File: config.mk
export PLATFORM = sky130hd
export DESIGN_NAME = aes_round_sequencer
export DESIGN_NICKNAME = d
export VERILOG_FILES = /design/src/rtl/aes_pkg.sv /design/src/rtl/aes_round_sequencer.sv
export SDC_FILE = /design/constraint.sdc
export NUM_CORES = 1
export LEC_CHECK = 0
export ABC_CLOCK_PERIOD_IN_PS = 2050
export BUFFER_PORTS_ARGS = -buffer_cell sky130_fd_sc_hd__buf_2
export CAP_MARGIN = 20
export CORE_AREA = 5 5 249 251
export CTS_CLUSTER_DIAMETER = 50
export DETAILED_ROUTE_END_ITERATION = 8
export DIE_AREA = 0 0 254 256
export MAX_ROUTING_LAYER = met4
export PLACE_DENSITY_LB_ADDON = 0.2
export SYNTH_ARGS = -nofsm -noshare
export SYNTH_HDL_FRONTEND = slang
export SYNTH_SLANG_ARGS = --single-unit
File: constraint.sdc
create_clock -name clk -period 2.05 [get_ports clk]
set_input_delay 0.1025 -clock clk [delete_from_list [all_inputs] [get_ports clk]]
set_output_delay 0.1025 -clock clk [all_outputs]
set_load 0.01 [all_outputs]
File: src/rtl/aes_pkg.sv
// Shared AES types and constants for the round sequencer and its datapath companion.
package aes_pkg;

  localparam int unsigned AES_NR = 10;

  typedef logic [127:0] aes_state_t;

  typedef enum logic [1:0] {
    IDLE  = 2'd0,
    ROUND = 2'd1,
    DONE  = 2'd2
  } aes_seq_state_e;

endpackage

File: src/rtl/aes_round_sequencer.sv
// Iterative AES-128 round controller: owns the state register and round counter.
// Optional block counter output is enabled by defining AES_ROUND_SEQ_BLKCNT_EN.
module aes_round_sequencer
  import aes_pkg::*;
#(
  parameter int unsigned NR = AES_NR
) (
  input  logic         clk,
  input  logic         rst_n,
  input  logic         in_valid,
  output logic         in_ready,
  input  logic [127:0] in_data,
  output logic [3:0]   key_idx,
  input  logic [127:0] round_key,
  output logic [127:0] dp_state,
  output logic         dp_shift_en,
  output logic         dp_mix_en,
  input  logic [127:0] dp_result,
`ifdef AES_ROUND_SEQ_BLKCNT_EN
  output logic [31:0]  blk_count,
`endif
  output logic         out_valid,
  input  logic         out_ready,
  output logic [127:0] out_data
);

  localparam logic [3:0] LastRnd = 4'(NR);

  aes_seq_state_e fsm_q, fsm_d;
  logic [3:0]     rnd_q, rnd_d;
  aes_state_t     state_q, state_d;
  logic           accept;

  always_ff @(posedge clk or negedge rst_n) begin
    if (!rst_n) begin
      fsm_q   <= IDLE;
      rnd_q   <= 4'd0;
      state_q <= '0;
    end else begin
      fsm_q   <= fsm_d;
      rnd_q   <= rnd_d;
      state_q <= state_d;
    end
  end

  always_comb begin
    fsm_d       = fsm_q;
    rnd_d       = rnd_q;
    state_d     = state_q;
    in_ready    = 1'b0;
    out_valid   = 1'b0;
    key_idx     = 4'd0;
    dp_shift_en = 1'b0;
    dp_mix_en   = 1'b0;
    accept      = 1'b0;

    unique case (fsm_q)
      IDLE: begin
        in_ready = 1'b1;
        accept   = in_valid;
      end
      ROUND: begin
        if (rnd_q == 4'd0 || rnd_q > LastRnd) begin
          // Corrupted round counter: abandon the block rather than run off the key table.
          fsm_d = IDLE;
          rnd_d = 4'd0;
        end else begin
          key_idx     = rnd_q;
          dp_shift_en = 1'b1;
          dp_mix_en   = (rnd_q != LastRnd);
          state_d     = dp_result;
          if (rnd_q == LastRnd) begin
            fsm_d = DONE;
          end else begin
            rnd_d = rnd_q + 4'd1;
          end
        end
      end
      DONE: begin
        out_valid = 1'b1;
        in_ready  = out_ready;
        if (out_ready) begin
          fsm_d  = IDLE;
          rnd_d  = 4'd0;
          accept = in_valid;
        end
      end
      default: begin
        fsm_d = IDLE;
        rnd_d = 4'd0;
      end
    endcase

    // Accept shares the IDLE and DONE paths so back-to-back blocks lose no cycle.
    if (accept) begin
      state_d = in_data ^ round_key;
      rnd_d   = 4'd1;
      fsm_d   = ROUND;
    end
  end

  assign dp_state = state_q;
  assign out_data = state_q;

`ifdef AES_ROUND_SEQ_BLKCNT_EN
  logic [31:0] blk_count_q;

  always_ff @(posedge clk or negedge rst_n) begin
    if (!rst_n) begin
      blk_count_q <= 32'd0;
    end else if (out_valid && out_ready) begin
      blk_count_q <= blk_count_q + 32'd1;
    end
  end

  assign blk_count = blk_count_q;
`endif

endmodule
### Yosys cells after proc, flatten, opt, wreduce, memory -nomap -nowiden

Index checks and enable logic that the tools add are counted.

| word-level totals | value |
|---|---|
| logic and storage cells | 45 |
| output and inout port bits | 264 |
| register bits after elaboration | 134 |
| input bits | 388 |

| cells by class | value |
|---|---|
| equal/unequal tests | 9 |
| bitwise operators | 1 |
| $lt $le $gt $ge | 1 |
| mux-type cells | 23 |
| add/subtract/negate cells | 1 |
| reductions and logical operators | 7 |

Operator list:

| kind | number |
|---|---|
| 128-bit 2-to-1 mux | 3 |
| 128-bit XOR | 1 |
| 4-bit 2-to-1 mux | 6 |
| 4-bit inequality test (second input constant) | 3 |
| 4-bit case mux with 3 select lines | 1 |
| 2-bit 2-to-1 mux | 4 |
| 1-bit 2-to-1 mux | 6 |
| 2-bit case mux with 3 select lines | 1 |
| 3-bit AND reduction | 2 |
| 4-bit by 1-bit adder with 4-bit output (second input constant) | 1 |
| 4-bit == test (second input constant) | 1 |
| 4-bit greater-than comparator (second input constant) | 1 |
| 4-bit zero test | 1 |
| 2-bit inequality test (second input constant) | 2 |
| 1-bit case mux with 2 select lines | 2 |
| 3-bit inequality test (second input constant) | 1 |
| 2-bit by 1-bit == test with 1-bit output (second input constant) | 1 |
| 2-bit == test (second input constant) | 1 |
| 2-bit zero test | 1 |
| 2-bit AND reduction | 1 |
| 2-bit nonzero test | 1 |
| 1-bit logical OR | 1 |

### Logic depth before layout (Yosys ltp)

| logic depth | value |
|---|---|
| depth after elaboration | 5 |
| depth in mapped cells | 8 |
| gate-level depth less buffers | 7 |

### Worst setup path before layout

No wires, ideal clock.

| timing | value |
|---|---|
| kind | flip-flop to flip-flop |
| start point | register rnd_q[0] |
| end point | register state_q[48] (netlist: dp_state[48]) |
| arrival | 1701 ps |
| cell stages (with the launch flop) | 9 |
| buffers on the path | 2 |
| setup slack | 223 ps |
| required time | 1924 ps |
| period minus slack after synthesis | 1827 ps |
| library setup time | 126 ps |
| cell sequence | dfrtp_1 -> inv_1 -> ha_1 -> nor2b_1 -> o22ai_2 -> a21oi_1 -> buf_4 -> buf_6 -> a221o_1 |

| on the way | value |
|---|---|
| longest elaborated chain between the ends | 4 |
| elaborated cells between the ends (all ways) | 5 |
| those cells by class | order compare: 1; eq/ne: 1; reduce/logical: 3 |

Ends and longest elaborated chain:

| item | RTL line | source |
|---|---|---|
| start: declaration | aes_round_sequencer.sv:30 | `logic [3:0] rnd_q, rnd_d;` |
| start signal: assignment | aes_round_sequencer.sv:41 | `rnd_q <= rnd_d;` |
| 4-bit greater-than comparator / 4-bit zero test (equally long branches) | aes_round_sequencer.sv:63 | `if (rnd_q == 4'd0 \|\| rnd_q > LastRnd) begin` |
| 1-bit logical OR (*) | aes_round_sequencer.sv:63 |  |
| 2-bit inequality test (no source line) (*) | -- |  |
| 2-bit AND reduction (no source line) (*) | -- |  |
| end signal: assignment | aes_round_sequencer.sv:42 | `state_q <= state_d;` |
| end: declaration | aes_round_sequencer.sv:31 | `aes_state_t state_q, state_d;` |

Every way passes the cells marked *; elsewhere a longest branch is shown, timed or not.
A chain may end at the register's enable or synchronous reset.

### Worst setup path after layout

| timing | value |
|---|---|
| start point | register rnd_q[1] |
| end point | register state_q[79] (netlist: dp_state[79]) |

Same word-level chain as after synthesis.

==> impl_metrics.yaml <==
power_and_ir_drop:
  netSwitchingPower_mw: 8.56
  power_leakage_nw: 7.54
  clkPwrFrac_pct: 16.7
  pwr-share-comb_pct: 56.9
  swShare_pct: 42.1
  power.total_mw: 20.3
  p_int_mw: 11.8
  ir_worst_vdd_mv: 0.687
  power_frac_seq_pct: 26.4
  power.density_nw_per_um2: 1410
synthesis:
  synth-compound-area-share_pct: 16.8
  synthSimpleGateAreaFrac_pct: 11.5
  ys.flop_type: "dfrtp_1"
  synth-edff-count: 0
  yosys.area.top_type: "dfrtp_1"
  async_flop_share_pct: 100
  yosys-top-cells-area: "dfrtp_1, a221o_1, xor2_1, buf_4, and3_1"
  synth_adder_area_share_pct: 0.463
  yosys_warnings: 0
  ys_ff_latch: 134
  synth_top_family_by_area: "compound AO/OA/AOI/OAI gates"
  syn_area_sq_um: 8110
  synth_most_common_cell: "dfrtp_1"
  synth_cell_types: 29
  ys_seq_area_share_pct: 41.4
  synth.area.mux_share_pct: 0
  synthTopCellsByCount: "dfrtp_1, and3_1, buf_4, a221o_1, xor2_1"
  synthXorXnorAreaFrac_pct: 13.8
  synth.top_cell.area_share_pct: 41.4
  postSynthCellCount: 745
  synth_nets: 1136
  syn_area_per_cell_sq_um: 10.9
finish:
  syn2layout_area_growth_pct: 77.4
  drive_above_1_share_pct: 50.2
  postLayoutCellArea_sq_um: 14400
  final_nets: 1855
floorplan:
  initial_core_util_pct: 13.6
  pin_count: 652
  die_w_um: 254
  die_h_um: 256
  core_sq_um: 59700
  fp-row-count: 90
  die_area_sq_um: 65000
min_path:
  whs_endpoint: "dp_state[21]$_DFFE_PN0P_"
  min-delay-path-class: "in -> reg"
  min_delay_path_depth: 3
  worstHoldStart: "round_key[21]"
sta:
  min_period_ps: 2060
  rsz0062_at_grt: "true"
  hold_viol: 0
  period_share_pct: 100
  fmax_ghz: 0.485
  fin_worst_skew_ps: 19.3
  setup_viol: 3
  slew_headroom_pct: 54.5
  tightestPinTransition_ps: 683
  final-max-slew-violation-count: 0
  fin_ws_ps: -10.1
route:
  highest_layer: "met4"
  drt_iter0_drc: 331
  ant_nets: 0
  route.met3.wl_um: 2340
  route.detailed.drc: 0
  wl_met2_um: 20900
  totalWireLength_um: 39700
  via_count: 8673
  first_pass_iters: 4
  wl_met1_um: 15400
  wl_per_cell_um: 17.6
  via_per_inst: 3.84
status:
  violations: "setup timing"
  outcome: "finished with violations"
worst_setup_path:
  crit_path_end_kind: "flop"
  cp_top_family: "buffers and inverters"
  crit_fanout: 9
  path_buf_inv: 5
  criticalPathCategory: "reg -> reg"
  r2r-end: "dp_state[79]$_DFFE_PN0P_"
  cp.required_ps: 2390
  cp-startpoint: "rnd_q[1]$_DFFE_PN0P_"
  slowest_delay_ps: 380
  cp.arrival_ps: 2400
  startpoint_type: "flop"
  r2r_cells: 10
  crit_path_cell_trace: "buf_6 -> ha_4 -> nor2b_4 -> o22ai_4 -> buf_6 -> buf_12 -> buf_6 -> clkbuf_16 -> and3_1 -> a221o_1"
  r2r_start: "rnd_q[1]$_DFFE_PN0P_"
  crit_cells: 10
  cpMostUsedCell: "buf_6"
  r2r_setup_slack_ps: -10
  cp_slowest_cell: "dfrtp_1"
global_route:
  grt_pass1_vias: 9167
  grt_max_degree: 129
  grt_pass1_wl_um: 55600
  gr-total-overflow: 0
  grtUsageTotal_pct: 11.5
  antenna_found_initial: 3
clock_tree:
  cts.clk_slew.worst_paths_ps: 70
  numCtsBuffers: 17
  clock_path_buffers: 2
  tritoncts: "yes"
  cts.sinks: 134
  clk_latency_ps: 470
  root_buffer: "clkbuf_16"
  cts.htree.levels: 4
placed_design:
  placed_area_sq_um: 11400
  io_buffer_count: 651
  globalplace.congestion: 0.784
  dp_hpwl_um: 27900
run:
  maxCapViolations: 0
[what timing repair did]
action                                 4_1_cts  5_1_grt
gates cloned                                 3        7
pin swaps                                    2        9
gates resized for setup                     16        7
setup endpoints to repair                   21       81
buffers inserted                            10        3
hold buffers                               188        0
endpoints found under the hold margin      262        0
[cell type report]
| cell class | instances | area, sq um |
|---|---|---|
| Clock inverter | 9 | 140 |
| Tap cell | 782 | 978 |
| Fill cell | 6424 | 45300 |
| Inverter | 5 | 21.3 |
| Clock buffer | 22 | 494 |
| Sequential cell | 134 | 3350 |
| Timing Repair Buffer | 885 | 5850 |
| Multi-Input combinational cell | 421 | 3540 |
| Antenna cell | 1 | 2.50 |
[state kept, by name (all words and copies together) (netlist names)]
signal,cells
dp_state,128
rnd_q,4
fsm_q,2
[through the flow]
stage               cells  TNS, ps  setup slack (ps)  utilization, %  hold WS, ps
floorplan             745        0               223               -         -193
global placement     2016        0              55.7            19.2        -49.0
detailed placement   2016    -46.4             -7.65            19.2        -54.7
CTS                  2248     -129             -31.9            23.8        0.906
global route         2259    -2470             -78.2            24.1         24.1
finish               2259    -17.4             -10.1            24.1         38.5
[how the worst max path moves through the flow]
stage / endpoint / slack, ps
6_report: dp_state[79]$_DFFE_PN0P_ / -10
5_1_grt: key_idx[3] / -80
4_1_cts: key_idx[3] / -30
3_5_place_dp: dp_state[10]$_DFFE_PN0P_ / -8
3_3_place_gp: dp_state[4]$_DFFE_PN0P_ / 60
2_1_floorplan: dp_state[48]$_DFFE_PN0P_ / 220
[layer usage]
layer	GRT usage, %	up-vias
met4	4.13	0
met1	12.8	4169
met2	20.4	406
met5	-	-
li1	-	4060
met3	2.09	38
[power by group through the flow]
stage	Clock, mW	Sequential (mW)	Combinational [mW]
after CTS	3.56	5.39	11.1
after floorplan	0	5.56	6.53
after global placement	0	5.38	10.0
after detailed placement	0	5.39	10.0
after global routing	3.64	5.56	12.4
final	3.40	5.36	11.6
[worst register-to-register path, stage by stage (launching register included)]
cell and delay, ps:
dfrtp_1 380, buf_6 130, ha_4 160, nor2b_4 130, o22ai_4 100, buf_6 140
buf_12 120, buf_6 150, clkbuf_16 200, and3_1 180, a221o_1 250
[placed cells by master, fill, tap and decap left out, types with 3 or more instances in the layout]
cell type,Yosys,final
a221o_1,128,128
and3_1,129,127
buf_12,0,13
buf_2,3,649
buf_4,129,18
buf_6,13,8
bufinv_16,0,3
clkbuf_16,0,22
clkbuf_8,0,5
dfrtp_1,134,134
dlygate4sd3_1,0,188
inv_1,5,3
nand2_1,4,3
nand2b_1,3,3
nor2_1,5,5
nor2b_4,0,3
xor2_1,128,128
[cells by family (layout without fill, tap and decap cells)]
| family | Yosys count | in the layout |
|---|---|---|
| xor+xnor | 128 | 128 |
| fa+ha+maj | 3 | 3 |
| simple gates | 151 | 151 |
| compound gates | 139 | 139 |
| flops | 134 | 134 |
| buf+inv | 190 | 921 |
| other cells | 0 | 1 |
(Power assumes the default switching activity.)
